**src/rtl/fetch_redirect_unit_pkg.sv**
```systemverilog
// Shared fetch-side definitions: next-PC select codes, NOP encoding and fetch FSM states.
// The hazard decision logic drives decision_in with these same codes.
package fetch_redirect_unit_pkg;

  localparam logic [2:0]  SEL_SEQ    = 3'b000;
  localparam logic [2:0]  SEL_BRANCH = 3'b001;
  localparam logic [2:0]  SEL_JAL    = 3'b010;
  localparam logic [2:0]  SEL_JALR   = 3'b011;
  localparam logic [31:0] NOP_ENC    = 32'h0000_0013;

  typedef enum logic [1:0] {
    BOOT   = 2'd0,
    RUN    = 2'd1,
    SQUASH = 2'd2
  } fetch_state_e;

  function automatic logic is_redirect(input logic [2:0] sel);
    return (sel == SEL_BRANCH) || (sel == SEL_JAL) || (sel == SEL_JALR);
  endfunction

endpackage

```
**src/rtl/fetch_redirect_unit_if.sv**
```systemverilog
// Fetch unit bundle: hazard decision/targets and IMEM data in, PC, IF/ID and status out.
interface fetch_redirect_unit_if #(parameter int CNT_W = 16);
  logic [2:0]       decision_in;
  logic             if_id_flush;
  logic             stall;
  logic [31:0]      branch_target;
  logic [31:0]      jal_target;
  logic [31:0]      jalr_target;
  logic [31:0]      instr_in;
  logic [31:0]      pc;
  logic [31:0]      if_id_instr;
  logic [31:0]      if_id_pc;
  logic             if_id_valid;
  logic [CNT_W-1:0] redirect_cnt;
  logic             misalign_err;
  logic             illegal_sel;

  modport master (
    output decision_in, if_id_flush, stall, branch_target, jal_target, jalr_target, instr_in,
    input  pc, if_id_instr, if_id_pc, if_id_valid, redirect_cnt, misalign_err, illegal_sel
  );

  modport slave (
    input  decision_in, if_id_flush, stall, branch_target, jal_target, jalr_target, instr_in,
    output pc, if_id_instr, if_id_pc, if_id_valid, redirect_cnt, misalign_err, illegal_sel
  );
endinterface

```
**src/rtl/fetch_redirect_unit_next_pc_mux.sv**
```systemverilog
// Combinational next-PC select with redirect target alignment and illegal-code detection.
module fetch_redirect_unit_next_pc_mux
  import fetch_redirect_unit_pkg::*;
(
  input  logic [2:0]  sel,
  input  logic        stall,
  input  logic [31:0] pc,
  input  logic [31:0] req_pc,
  input  logic [31:0] branch_target,
  input  logic [31:0] jal_target,
  input  logic [31:0] jalr_target,
  output logic [31:0] next_pc,
  output logic        redirect,
  output logic        misalign,
  output logic        illegal
);

  logic [31:0] raw_target_s;

  // Select the redirect target, then apply redirect > stall replay > sequential priority.
  always_comb begin
    raw_target_s = 32'h0000_0000;
    redirect     = is_redirect(sel);
    case (sel)
      SEL_BRANCH: raw_target_s = branch_target;
      SEL_JAL:    raw_target_s = jal_target;
      SEL_JALR:   raw_target_s = jalr_target & 32'hFFFF_FFFE;
      default:    raw_target_s = 32'h0000_0000;
    endcase
    if (redirect) begin
      next_pc = {raw_target_s[31:2], 2'b00};
    end else if (stall) begin
      next_pc = req_pc;
    end else begin
      next_pc = pc + 32'd4;
    end
    // For JALR bit0 is already cleared, so only bit1 can flag here.
    misalign = redirect && (raw_target_s[1:0] != 2'b00);
    illegal  = sel[2];
  end

endmodule

```
**src/rtl/fetch_redirect_unit.sv**
```systemverilog
// Fetch stage: owns the PC, squashes wrong-path fetches after redirects, replays on stalls,
// loads IF/ID and counts taken redirects.
module fetch_redirect_unit
  import fetch_redirect_unit_pkg::*;
#(
  parameter logic [31:0] RESET_PC  = 32'h0000_0000,
  parameter logic [31:0] NOP_INSTR = NOP_ENC,
  parameter int          CNT_W     = 16
) (
  input  logic              clk,
  input  logic              rst_n,
  fetch_redirect_unit_if.slave bus
);

  fetch_state_e     state_r;
  logic [31:0]      pc_r;
  logic [31:0]      req_pc_r;
  logic [31:0]      if_id_instr_r;
  logic [31:0]      if_id_pc_r;
  logic             if_id_valid_r;
  logic [CNT_W-1:0] redirect_cnt_r;
  logic             misalign_err_r;
  logic             illegal_sel_r;

  logic [31:0]      next_pc_s;
  logic             redirect_s;
  logic             misalign_s;
  logic             illegal_s;

  fetch_redirect_unit_next_pc_mux u_next_pc_mux (
    .sel           (bus.decision_in),
    .stall         (bus.stall),
    .pc            (pc_r),
    .req_pc        (req_pc_r),
    .branch_target (bus.branch_target),
    .jal_target    (bus.jal_target),
    .jalr_target   (bus.jalr_target),
    .next_pc       (next_pc_s),
    .redirect      (redirect_s),
    .misalign      (misalign_s),
    .illegal       (illegal_s)
  );

  // Fetch FSM plus PC and in-flight request address; BOOT and SQUASH both leave after one clean cycle.
  always_ff @(posedge clk or negedge rst_n) begin
    if (!rst_n) begin
      state_r  <= BOOT;
      pc_r     <= RESET_PC;
      req_pc_r <= RESET_PC;
    end else begin
      pc_r     <= next_pc_s;
      req_pc_r <= pc_r;
      if (redirect_s) begin
        state_r <= SQUASH;
      end else begin
        state_r <= RUN;
      end
    end
  end

  // IF/ID register: flush beats stall, stall beats the boot/squash bubble.
  always_ff @(posedge clk or negedge rst_n) begin
    if (!rst_n) begin
      if_id_instr_r <= NOP_INSTR;
      if_id_pc_r    <= 32'h0000_0000;
      if_id_valid_r <= 1'b0;
    end else if (bus.if_id_flush || (!bus.stall && (state_r != RUN))) begin
      if_id_instr_r <= NOP_INSTR;
      if_id_pc_r    <= 32'h0000_0000;
      if_id_valid_r <= 1'b0;
    end else if (!bus.stall) begin
      if_id_instr_r <= bus.instr_in;
      if_id_pc_r    <= req_pc_r;
      if_id_valid_r <= 1'b1;
    end else begin
      if_id_instr_r <= if_id_instr_r;
      if_id_pc_r    <= if_id_pc_r;
      if_id_valid_r <= if_id_valid_r;
    end
  end

  // Saturating redirect counter and sticky error flags.
  always_ff @(posedge clk or negedge rst_n) begin
    if (!rst_n) begin
      redirect_cnt_r <= {CNT_W{1'b0}};
      misalign_err_r <= 1'b0;
      illegal_sel_r  <= 1'b0;
    end else begin
      if (redirect_s && (redirect_cnt_r != {CNT_W{1'b1}})) begin
        redirect_cnt_r <= redirect_cnt_r + {{(CNT_W-1){1'b0}}, 1'b1};
      end else begin
        redirect_cnt_r <= redirect_cnt_r;
      end
      misalign_err_r <= misalign_err_r | misalign_s;
      illegal_sel_r  <= illegal_sel_r | illegal_s;
    end
  end

  assign bus.pc           = pc_r;
  assign bus.if_id_instr  = if_id_instr_r;
  assign bus.if_id_pc     = if_id_pc_r;
  assign bus.if_id_valid  = if_id_valid_r;
  assign bus.redirect_cnt = redirect_cnt_r;
  assign bus.misalign_err = misalign_err_r;
  assign bus.illegal_sel  = illegal_sel_r;

endmodule
```
**src/flat_wrapper.sv**
```systemverilog
// flat-port wrapper written by rule: the top's interface ports become plain ports
module fetch_redirect_unit_flat import fetch_redirect_unit_pkg::*;
#(
  parameter logic [31:0] RESET_PC  = 32'h0000_0000,
  parameter logic [31:0] NOP_INSTR = NOP_ENC,
  parameter int          CNT_W     = 16
)
  (clk, rst_n, bus_decision_in, bus_if_id_flush, bus_stall, bus_branch_target, bus_jal_target, bus_jalr_target, bus_instr_in, bus_pc, bus_if_id_instr, bus_if_id_pc, bus_if_id_valid, bus_redirect_cnt, bus_misalign_err, bus_illegal_sel);
  fetch_redirect_unit_if #(.CNT_W(CNT_W)) bus_i ();
  input  logic clk;
  input  logic rst_n;
  input wire logic [$bits(bus_i.decision_in)-1:0] bus_decision_in;
  input wire logic [$bits(bus_i.if_id_flush)-1:0] bus_if_id_flush;
  input wire logic [$bits(bus_i.stall)-1:0] bus_stall;
  input wire logic [$bits(bus_i.branch_target)-1:0] bus_branch_target;
  input wire logic [$bits(bus_i.jal_target)-1:0] bus_jal_target;
  input wire logic [$bits(bus_i.jalr_target)-1:0] bus_jalr_target;
  input wire logic [$bits(bus_i.instr_in)-1:0] bus_instr_in;
  output wire logic [$bits(bus_i.pc)-1:0] bus_pc;
  output wire logic [$bits(bus_i.if_id_instr)-1:0] bus_if_id_instr;
  output wire logic [$bits(bus_i.if_id_pc)-1:0] bus_if_id_pc;
  output wire logic [$bits(bus_i.if_id_valid)-1:0] bus_if_id_valid;
  output wire logic [$bits(bus_i.redirect_cnt)-1:0] bus_redirect_cnt;
  output wire logic [$bits(bus_i.misalign_err)-1:0] bus_misalign_err;
  output wire logic [$bits(bus_i.illegal_sel)-1:0] bus_illegal_sel;
  assign bus_i.decision_in = bus_decision_in;
  assign bus_i.if_id_flush = bus_if_id_flush;
  assign bus_i.stall = bus_stall;
  assign bus_i.branch_target = bus_branch_target;
  assign bus_i.jal_target = bus_jal_target;
  assign bus_i.jalr_target = bus_jalr_target;
  assign bus_i.instr_in = bus_instr_in;
  assign bus_pc = bus_i.pc;
  assign bus_if_id_instr = bus_i.if_id_instr;
  assign bus_if_id_pc = bus_i.if_id_pc;
  assign bus_if_id_valid = bus_i.if_id_valid;
  assign bus_redirect_cnt = bus_i.redirect_cnt;
  assign bus_misalign_err = bus_i.misalign_err;
  assign bus_illegal_sel = bus_i.illegal_sel;
  fetch_redirect_unit #(.RESET_PC(RESET_PC), .NOP_INSTR(NOP_INSTR), .CNT_W(CNT_W)) u_core (.clk(clk), .rst_n(rst_n), .bus(bus_i));
endmodule
```
**config.mk**
```make
export PLATFORM = sky130hd
export DESIGN_NAME = fetch_redirect_unit_flat
export DESIGN_NICKNAME = d
export VERILOG_FILES = /design/src/rtl/fetch_redirect_unit_pkg.sv /design/src/rtl/fetch_redirect_unit_if.sv /design/src/rtl/fetch_redirect_unit_next_pc_mux.sv /design/src/rtl/fetch_redirect_unit.sv /design/src/flat_wrapper.sv
export SDC_FILE = /design/constraint.sdc
export NUM_CORES = 1
export LEC_CHECK = 0
export CAP_MARGIN = 40
export CORE_ASPECT_RATIO = 1.75
export CORE_UTILIZATION = 44
export DETAILED_ROUTE_END_ITERATION = 10
export HOLD_SLACK_MARGIN = 0.15
export PLACE_DENSITY = 0.8
export SETUP_SLACK_MARGIN = 0.4
export SLEW_MARGIN = 5
export SYNTH_ARGS = -nofsm -noshare
export SYNTH_HDL_FRONTEND = slang
export SYNTH_SLANG_ARGS = --single-unit
```
**constraint.sdc**
```tcl
create_clock -name clk -period 2.5 [get_ports clk]
set_input_delay 0.25 -clock clk [delete_from_list [all_inputs] [get_ports clk]]
set_output_delay 0.25 -clock clk [all_outputs]
set_load 0.05 [all_outputs]
```
==> results <==
- The run finished with clean final reports.
- The initial standard-cell utilization of the core is 0.452.
- The number of vias in the routed layout is roughly 5800.
- After the last flow step, the layout net total stands at about 950.
- The maximum number of pins on one net before global-route repair is 56.
- The sum of net half-perimeters after detailed placement is 14.7 mm.
- The signal on the critical path passes through nand3_2, or3_1, or4_4, nor4_1, a311o_1.
- The final sum of negative setup slack is 0 ns.
- The async set-reset flop share out of synthesis is 1.00.
- Measured on the finished design, the core utilization comes to 0.691.
- In the global route stage, met2 resource usage came out at 0.486.
- In this run the vertical extent of the chip is roughly 160 um.
- The first global-routing pass estimated between 30 and 40 mm of wire.
- The number of nets with antenna violations after routing is 0.
- The synthesized design spends more area on one cell type than any other, namely sky130_fd_sc_hd__dfrtp_1.
- The number of nets handed over by synthesis was 700.
- In the finished design, the share of the clock period the worst path needs comes to 0.820.
- After global routing the overflow that remains totals 0.
- The placeable core region is 0.0144 sq mm.
- The clock latency on the worst-skew pair is around 0.42 ns.
- STA puts the critical path data required time at ~2.9 ns.
- During placement, the flow inserted port buffers numbering around 250.
- For this run, design rule violations remaining after detail routing come to 0.
- The synthesis-to-finish area growth is 53.0%.
- The synthesis warning total is 0.
- The leakage dissipation is about 0.0042 uW.
- The starting DRC count in detailed routing is between 200 and 300.
- The cell at the slowest stage of the critical path is sky130_fd_sc_hd__or4_4.
- The longest clock path from root to sink contains 2 buffers.
- Setup repair after global routing left no endpoint under its margin.
- The number of hold violations in the final report came to 0.
- The path category of the worst min-delay check is primary input to asynchronous set/reset pin.
- Summing internal, switching and leakage power gives ~7500 uW.
- The largest driver fanout on the critical path is 6.
- The sink count of the clock tree is roughly 150.
- For the final database, setup skew stands at roughly 0.0096 ns.
- The max-slew violation count is 0.
- The number of buffer and inverter stages on the critical path is 0.
- STA puts the critical path data arrival time at approximately 2.4 ns.
- The worst setup path is launched from a register.
- The via count of the first global-routing pass is ~6000.
- Counting I/O delays and the setup requirement, the final critical path takes slightly above 2 ns.
- For met1 alone, demand over resource in global routing was 0.306.
- Yosys mapped a number of flops with a built-in enable equal to 0.
- The flop and latch count out of synthesis is roughly 150.
- Pin placement for this block handled between 200 and 300 I/O pins.
- The type of destination of the critical path is a register.
- In this run the register-to-register setup slack is around 0.45 ns.
- Clock tree synthesis selected as its root buffer the cell sky130_fd_sc_hd__clkbuf_16.
- The die boundary width is roughly 94 um.
- The fraction of layout instances using a drive strength above 1 is 0.119.
- The primary flip-flop cell chosen by synthesis mapping is sky130_fd_sc_hd__dfrtp_1.
- The wire length per cell is around 20 um.
- After synthesis, the cell types taking the most area are sky130_fd_sc_hd__dfrtp_1, sky130_fd_sc_hd__a22o_1, sky130_fd_sc_hd__xnor2_1.
- The register clock-pin slew on the reported worst setup and hold paths is about 0.07 ns.
- For this run, the total global-route usage over all layers was measured as 0.271.
- The ratio of routed vias to standard cells is ~5.7.
- The number of standard cells after synthesis is ~560.
- The area of the die is around 0.015 sq mm.
- The synthesized netlist occupies a cell area of around 0.0065 sq mm.
- The first detailed-routing pass took 5 iterations.
- Setup violations remaining at the end of the flow were counted as 0.
- The number of buffers created by CTS is 17.
- The portion of the post-synthesis area used by sequential elements is 0.575.
- By count the netlist is led by sky130_fd_sc_hd__dfrtp_1, sky130_fd_sc_hd__a22o_1, sky130_fd_sc_hd__nand2_1.
- The most repeated cell in the gate-level netlist after synthesis is sky130_fd_sc_hd__dfrtp_1.
- The met3 demand-to-capacity share in global routing is 0.0476.
- Summed over all layers, the routed wires come to roughly 20 mm.
- The portion of synthesized cell area occupied by the leading cell type is 0.563.
- The actual transition at the worst max-transition pin is between 0.8 and 0.9 ns.
- The critical path's largest stage delay is 0.57 ns.
- Max-cap violations in this run came to 0.
- The congestion estimate from routability-driven global placement came to between 0.8 and 0.9.
- The number of cell rows is between 50 and 60.
- The power density normalized to cell area is 757 mW/mm^2.
- The maximum clock rate is approximately 490 MHz.
- The worst slew margin relative to its limit is 0.410.
- The initial antenna violation count was 0.
- The clock tree from TritonCTS is done.
- The kind of cell with the highest combined delay along the critical path is simple AND/OR/NAND/NOR gates.
- The global routing stage identified its most utilized layer as met2.
- The worst setup path is of the register to register kind.
- Synthesis instantiated between 40 and 50 different standard cells from the library.
- The mean post-synth cell area is 11.5 sq um.
- The total number of H-tree levels is 4.
- The repair_antennas step left the layout with diodes totalling 0.
- IR analysis of the VDD net gives a maximum drop of 0.000514 V.
final timing paths:
check | cells past startpoint | start | to
hold / removal | 2 | rst_n | u_core.req_pc_r[26]
min in group clk | 2 | bus_instr_in[0] | u_core.bus.if_id_instr[0]
hold reg to reg | 0 | u_core.bus.pc[1] | u_core.req_pc_r[1]
setup / recovery | 5 | u_core.bus.pc[15] | u_core.bus.pc[31]
setup reg to reg | 5 | u_core.bus.pc[15] | u_core.bus.pc[31]
max in group asynchronous | 3 | rst_n | u_core.bus.if_id_instr[0]
metrics by stage:
| stage | setup WS, ns | hold WS [ns] | cell area, sq um | instances |
|---|---|---|---|---|
| after floorplan | 0.193 | -0.0456 | 6520 | 563 |
| after global placement | 0.361 | 0.225 | 9290 | 976 |
| after detailed placement | 0.339 | 0.231 | 9290 | 976 |
| after CTS | 0.422 | 0.355 | 9910 | 1009 |
| after global routing | 0.405 | 0.400 | 9930 | 1010 |
| final | 0.450 | 0.362 | 9930 | 1010 |
area by class of cell:
type                       instances  area, sq um
clock buffer                      19          433
clock inverter                    13          174
fill                            1063         4440
inverter                          10         37.5
multi-input combinational        365         2610
sequential                       149         3750
tap                              180          225
timing repair buffer             274         2700
state kept, by name, indices dropped and copies added, names as in the netlist:
name,flops
u_core.bus.if_id_instr,32
u_core.req_pc_r,32
u_core.bus.misalign_err,1
u_core.bus.pc,32
u_core.state_r,2
u_core.bus.illegal_sel,1
u_core.bus.if_id_pc,32
u_core.bus.if_id_valid,1
u_core.bus.redirect_cnt,16
report_power, final:
part	switching [uW]	leakage, uW	internal, uW
Clock	1040	0.000279	1590
Sequential	281	0.00187	2680
Combinational	1150	0.00200	777
cells in the final DEF (no fill, tap or decap), types with 4 or more instances in the layout:
cell,count
sky130_fd_sc_hd__a21oi_1,28
sky130_fd_sc_hd__a22o_1,61
sky130_fd_sc_hd__a22oi_1,13
sky130_fd_sc_hd__a31oi_1,4
sky130_fd_sc_hd__and3_1,6
sky130_fd_sc_hd__buf_4,23
sky130_fd_sc_hd__clkbuf_16,17
sky130_fd_sc_hd__clkdlybuf4s50_1,246
sky130_fd_sc_hd__clkinvlp_4,5
sky130_fd_sc_hd__dfrtp_1,132
sky130_fd_sc_hd__dfrtp_2,14
sky130_fd_sc_hd__inv_1,9
sky130_fd_sc_hd__mux2_2,16
sky130_fd_sc_hd__mux2i_1,22
sky130_fd_sc_hd__nand2_1,40
sky130_fd_sc_hd__nand2b_1,4
sky130_fd_sc_hd__nand3_1,14
sky130_fd_sc_hd__nand4_1,8
sky130_fd_sc_hd__nor2_1,31
sky130_fd_sc_hd__nor3_1,8
sky130_fd_sc_hd__nor4_1,11
sky130_fd_sc_hd__o221ai_1,14
sky130_fd_sc_hd__o22ai_1,7
sky130_fd_sc_hd__o32ai_1,4
sky130_fd_sc_hd__xnor2_1,31
sky130_fd_sc_hd__xor2_1,7
metal layers:
| layer | part of all wire | vias to the layer above |
|---|---|---|
| met2 | 0.53 | 295 |
| li1 | - | 2594 |
| met3 | 0.068 | 60 |
| met4 | 0.040 | 0 |
| met5 | 0 | - |
| met1 | 0.36 | 2810 |
cell families after synthesis:
kind of cell	Yosys count	share of synthesized area
mux	38	0.0617
compound gates	148	0.175
xor+xnor	38	0.0513
buf+inv	49	0.0287
flops	149	0.575
simple gates	139	0.104
fa+ha+maj	2	0.00386
repair_timing:
item                                    CTS  global route
setup buffers                             0             1
endpoints found under the setup margin    2             2
hold buffers                              1             0
pin swaps                                 0             1
resized for setup                         1             2
hold endpoints to repair                 53             0
Note: power is estimated with default switching activity, not from simulation.
==> RTL change 1 (same flow settings) <==
`CNT_W` is set to 16 in 3 places; all go to 20.
--- a/src/rtl/fetch_redirect_unit_if.sv
+++ b/src/rtl/fetch_redirect_unit_if.sv
@@ -1,4 +1,4 @@
 // Fetch unit bundle: hazard decision/targets and IMEM data in, PC, IF/ID and status out.
-interface fetch_redirect_unit_if #(parameter int CNT_W = 16);
+interface fetch_redirect_unit_if #(parameter int CNT_W = 20);
   logic [2:0]       decision_in;
   logic             if_id_flush;
--- a/src/rtl/fetch_redirect_unit.sv
+++ b/src/rtl/fetch_redirect_unit.sv
@@ -6,5 +6,5 @@
   parameter logic [31:0] RESET_PC  = 32'h0000_0000,
   parameter logic [31:0] NOP_INSTR = NOP_ENC,
-  parameter int          CNT_W     = 16
+  parameter int          CNT_W     = 20
 ) (
   input  logic              clk,
--- a/src/flat_wrapper.sv
+++ b/src/flat_wrapper.sv
@@ -4,5 +4,5 @@
   parameter logic [31:0] RESET_PC  = 32'h0000_0000,
   parameter logic [31:0] NOP_INSTR = NOP_ENC,
-  parameter int          CNT_W     = 16
+  parameter int          CNT_W     = 20
 )
   (clk, rst_n, bus_decision_in, bus_if_id_flush, bus_stall, bus_branch_target, bus_jal_target, bus_jalr_target, bus_instr_in, bus_pc, bus_if_id_instr, bus_if_id_pc, bus_if_id_valid, bus_redirect_cnt, bus_misalign_err, bus_illegal_sel);
Ports: changed (resized bus_redirect_cnt); port bits go from 250 to 254. The function was not compared with the original's and may differ.
==> RTL change 1 against the unedited design <==
  * Sequential power increased by 3%
  * Global-route usage up 0.35 points
  * Routed wire length increased by 4.7%
  * Setup slack better by 24 ps
  * Clock skew grew 3.6 ps
  * Area after synthesis increased by 4.4%
  * Final area increased by 2.0%
  * Sequential share of layout area is 0.18 points higher
  * Die area grew 4.4%
  * Critical endpoint is now u_core.bus.pc[30]
  * Total power is 1.6% lower
  * Sequential cell count up 4
==> RTL change 1: results (changes against the unedited design) <==
stage,metric,value,unit,change
layout,layout cell share with drive strength beyond 1,9.33,%,-2.6 points
timing,Least-Margin Pin Slew,692,ps,-190 ps
global_routing,vias in the first global route,6593,,+9.4%
place,Placed Area,0.00957,mm²,+2.9%
critical_path,FF-to-FF path depth,6,,+1
logic_synthesis,Commonest cells post-synth,"dfrtp_1 (150), a22o_1 (61), nor2_1 (56)",,
clock_tree,CTS clock-pin slew for the worst setup and hold paths,70,ps,about the same
hold_path,Hold WC Path Type,input port to register,,
global_routing,wire length of the first global-routing pass,33.3,mm,+6.4%
place,Place WS,310,ps,-29.1 ps
power_and_ir_drop,Peak VDD IR,480,µV,-6.6%
clock_tree,Root Driver,clkbuf_16,,
critical_path,arrival time at the worst endpoint,2320,ps,-80 ps
global_routing,antenna violations before repair,0,,unchanged
critical_path,CP Max Fanout,8,,+2
hold_path,Hold Path Depth,2,,
layout,ANT cells,0,,unchanged
clock_tree,Num CTS Buffers,17,,unchanged
layout,# nets final,1003,,+5.1%
logic_synthesis,syn nets,748,,+6.9%
global_routing,largest net degree at the start of global routing,71,,+27%
power_and_ir_drop,Pleak,0.00425,µW,+2.5%
power_and_ir_drop,switching power,2550,µW,+3.3%
logic_synthesis,top post-synthesis cells by area,"dfrtp_1 (55%), a22o_1 (7.9%), mux2i_1 (3.7%)",,
status,status,"finished, final reports clean",,
routing,final wirelength,20.9,mm,+4.7%
place,Routability Congestion,0.833,,-5.4%
timing,clk_skew,13.1,ps,+3.56 ps
logic_synthesis,asr flop ratio synth,100,%,unchanged
place,hpwl dp,15.4,mm,+4.5%
clock_tree,Clock Latency Late Sink,420,ps,about the same
logic_synthesis,Netlist cell types,49,,+4.3%
routing,Iter 0 DRT Violations,254,,-12%
routing,Detail Route Antenna Nets,0,,unchanged
logic_synthesis,"Seq/Total Area, Yosys",56.5,%,-0.96 points
global_routing,Overall Global Routing Usage,27.5,%,+0.35 points
place,IO buf count,252,,+1.6%
routing,router iterations before antenna repair,4,,-1
clock_tree,Clock H-tree levels,4,,unchanged
clock_tree,Clock Path Buffers,2,,unchanged
layout,FILL cells,1157,,+8.8%
routing,via count,6081,,+5.6%
logic_synthesis,Ys Warns,0,,unchanged
-- RTL change 1: worst max-delay path, cell delays in order, from the launching register on --
cell	delay, ps
dfrtp_2	460
ha_4	190
nand2_1	80
or4_4	520
or4_1	410
a21oi_1	150
o21ai_1	70
-- RTL change 1: power by group through the flow --
stage / combinational (µW) / sequential (µW) / clock (µW)
2_1_floorplan: 504 / 3660 / 0
3_3_place_gp: 1920 / 3070 / 0
3_5_place_dp: 1950 / 3090 / 0
4_1_cts: 1960 / 3050 / 2420
5_1_grt: 2060 / 3100 / 2520
6_report: 1950 / 3060 / 2380
-- RTL change 1: area by class of cell --
class	count	area [µm²]	share of cell area [%]
flip-flops and latches	153	3840	37.9
multi-input cells	417	2810	27.7
repair buffers	268	2670	26.3
clock buffers	20	457	4.51
well taps	183	229	2.26
clock inverters	12	91.3	0.902
inverters	9	33.8	0.333
-- RTL change 1: repair_timing --
item                                   CTS  global route
setup buffers                            0             0
pin swaps                                0             1
setup endpoints to repair                2             6
hold buffers                             1             0
gates resized for setup                  2             2
cloned                                   0             0
endpoints found under the hold margin   64             0
-- RTL change 1: per-stage QoR --
step           total power (µW)  hold WS (ps)  instances
2_1_floorplan              4160         -45.6        611
3_3_place_gp               4990           290       1027
3_5_place_dp               5040           304       1029
4_1_cts                    7430           392       1062
5_1_grt                    7680           401       1062
6_report                   7390           402       1062
-- RTL change 1: final timing paths --
kind	start	slack (ps)	endpoint
max	u_core.bus.pc[2]	470	u_core.bus.pc[30]
min	bus_instr_in[4]	400	u_core.bus.if_id_instr[4]
max reg2reg	u_core.bus.pc[2]	470	u_core.bus.pc[30]
min reg2reg	u_core.bus.pc[0]	430	u_core.req_pc_r[0]
max in group asynchronous	rst_n	1210	u_core.bus.if_id_instr[27]
min in group asynchronous	rst_n	410	u_core.bus.redirect_cnt[4]
-- RTL change 1: cells by family (layout without fill, tap and decap cells) --
logic type	count (synthesis)	in the layout	share of synthesized area, %
compound gates	173	173	17.9
xor+xnor	39	39	5.04
fa+ha+maj	2	2	0.369
buf+inv	41	309	2.40
flops	153	153	56.5
mux	35	35	5.35
simple gates	168	168	12.4
-- RTL change 1: routing by layer --
metal | vias up | GRT usage (%) | wire length, µm
li1 | 2761 | - | -
met1 | 2987 | 31.0 | 7670
met2 | 271 | 46.2 | 10700
met3 | 62 | 7.14 | 1540
met4 | 0 | 15.0 | 941
met5 | - | 0 | 0
==> RTL change 2 (same settings) <==
Made on the original files. Re-encode `fetch_state_e` (3 states) as one-hot, 3 bits wide.
--- a/src/rtl/fetch_redirect_unit_pkg.sv
+++ b/src/rtl/fetch_redirect_unit_pkg.sv
@@ -9,8 +9,8 @@
   localparam logic [31:0] NOP_ENC    = 32'h0000_0013;
 
-  typedef enum logic [1:0] {
-    BOOT   = 2'd0,
-    RUN    = 2'd1,
-    SQUASH = 2'd2
+  typedef enum logic [2:0] {
+    BOOT   = 3'b001,
+    RUN    = 3'b010,
+    SQUASH = 3'b100
   } fetch_state_e;
 
Function: no difference found for any inputs over 4 cycles, from zero or initial values and one cycle with rst_n low; so few cycles prove little.
==> RTL change 2 against the unedited design <==
  * Sequential cell count rose by 1
  * Routed wire length rose by 1.7%
  * Final area rose by 1.1%
  * Clock skew rose by 7.4 ps
  * Setup slack improved by 19 ps
  * Sequential power barely moved
  * Largest cell class unchanged
  * Area after synthesis rose by 3.6%
  * Total power fell by 2.1%
==> RTL change 2: results (changes against the unedited design) <==
stage,metric,value,unit,change
layout,layout cell share with drive strength beyond 1,12.3,%,+0.39 points
critical_path,Worst path max stage delay,880,ps,+310 ps
global_routing,vias in the first global route,6049,,+0.33%
place,Place WS,311,ps,-28.3 ps
layout,# nets final,960,,+0.63%
timing,Least-Margin Pin Slew,641,ps,-241 ps
routing,Metal-1 WL,7.52,mm,+4.0%
global_routing,wire length of the first global-routing pass,31.9,mm,+2.0%
place,hpwl dp,15.0,mm,+2.1%
layout,post-route insts no fill,1019,,+0.89%
place,Routability Congestion,0.855,,-2.9%
critical_path,arrival time at the worst endpoint,1780,ps,-620 ps
power_and_ir_drop,Pint,5000,µW,-0.76%
critical_path,FF-to-FF path depth,6,,+1
place,IO buf count,248,,unchanged
layout,register area,0.00377,mm²,+0.57%
status,status,"finished, final reports clean",,
critical_path,CP max stage cell,clkdlybuf4s50_1,,
critical_path,RR Startpoint,u_core.bus.pc[2],,
clock_tree,CTS Hold Bufs,1,,unchanged
routing,final wirelength,20.3,mm,+1.7%
global_routing,largest net degree at the start of global routing,67,,+20%
power_and_ir_drop,Pleak,0.00426,µW,+2.6%
timing,worst hold slack,392,ps,+30.4 ps
layout,FILL cells,1105,,+4.0%
critical_path,Reg2Reg Setup Slack,520,ps,+70 ps
power_and_ir_drop,Peak VDD IR,474,µV,-7.7%
critical_path,"delay-heaviest family, CP",buffers and inverters,,
place,Placed Area,0.00940,mm²,+1.1%
clock_tree,Clock Latency Late Sink,420,ps,about the same
critical_path,CP Max Fanout,5,,-1
critical_path,worst setup path start,u_core.bus.pc[10],,
routing,DR WL met3,1.28,mm,-5.2%
clock_tree,PostCTS Resize Cnt,0,,-1
place,DP Cell Count,986,,+1.0%
logic_synthesis,syn nets,712,,+1.7%
logic_synthesis,Netlist cell types,65,,+38%
timing,Setup TNS Final,0,ps,unchanged
logic_synthesis,Cells after Synth,575,,+2.1%
routing,met2 wire length,10.8,mm,+1.9%
timing,clk_skew,17.0,ps,+7.41 ps
routing,via count,5838,,+1.4%
critical_path,Crit Reg-Reg Endpoint,u_core.bus.pc[16],,
logic_synthesis,top post-synthesis cells by area,"dfrtp_1 (54%), a22o_1 (7.8%), mux2_2 (2.8%)",,
logic_synthesis,"Seq/Total Area, Yosys",55.9,%,-1.6 points
logic_synthesis,Commonest cells post-synth,"dfrtp_1 (146), a22o_1 (60), nand2_1 (31), nor2_1 (31), a21oi_1 (26)",,
routing,Iter 0 DRT Violations,370,,+28%
global_routing,Overall Global Routing Usage,26.8,%,-0.38 points
## RTL change 2: cell count changes after synthesis, moves of 5 or more
cell / unedited run / this run
nor4_1: 11 / 3
xor2_1: 7 / 14
and3_1: 7 / 13
o221ai_1: 14 / 1
nand4_1: 8 / 13
buf_2: 2 / 8
o21ai_0: 3 / 22
nand2_1: 40 / 31
clkbuf_1: 33 / 18
o21ai_1: 0 / 5
xnor2_1: 31 / 15
## RTL change 2: how the worst max path moves through the flow
stage	to	slack (ps)
after floorplan	u_core.bus.pc[26]	410
after global placement	u_core.bus.pc[20]	230
after detailed placement	u_core.bus.pc[18]	310
after CTS	u_core.bus.pc[16]	440
after global routing	u_core.bus.pc[16]	380
final	bus_pc[10]	470
## RTL change 2: cell type report
class | instances | area share [%]
clock inverter | 12 | 1.67
tap | 183 | 2.28
timing repair buffer | 268 | 26.4
multi-input combinational | 381 | 27.4
clock buffer | 20 | 4.55
sequential | 150 | 37.6
inverter | 5 | 0.187
## RTL change 2: cell families (layout without fill, tap and decap cells)
group,Yosys count,in the layout,synth area share (%)
AOI/OAI and AO/OA,169,169,18.5
DFF,150,150,55.9
and+or+nand+nor,144,144,12.1
buffers and inverters,44,305,3.61
muxes,36,36,5.67
xor gates and xnor gates,29,29,3.78
adders and majority gates,2,2,0.372
other,1,1,0.0558
## RTL change 2: metal layers
layer	up-vias	GRT usage, %
li1	2662	-
met1	2856	31.3
met2	275	46.4
met3	45	5.72
met4	0	11.7
met5	-	0
## RTL change 2: power groups by stage
stage                     clock, µW  combinational [µW]  sequential, µW
after floorplan                   0                 470            3430
after global placement            0                1680            2960
after detailed placement          0                1710            2980
after CTS                      2730                1720            2940
after global routing           2820                1820            2980
final                          2690                1720            2950
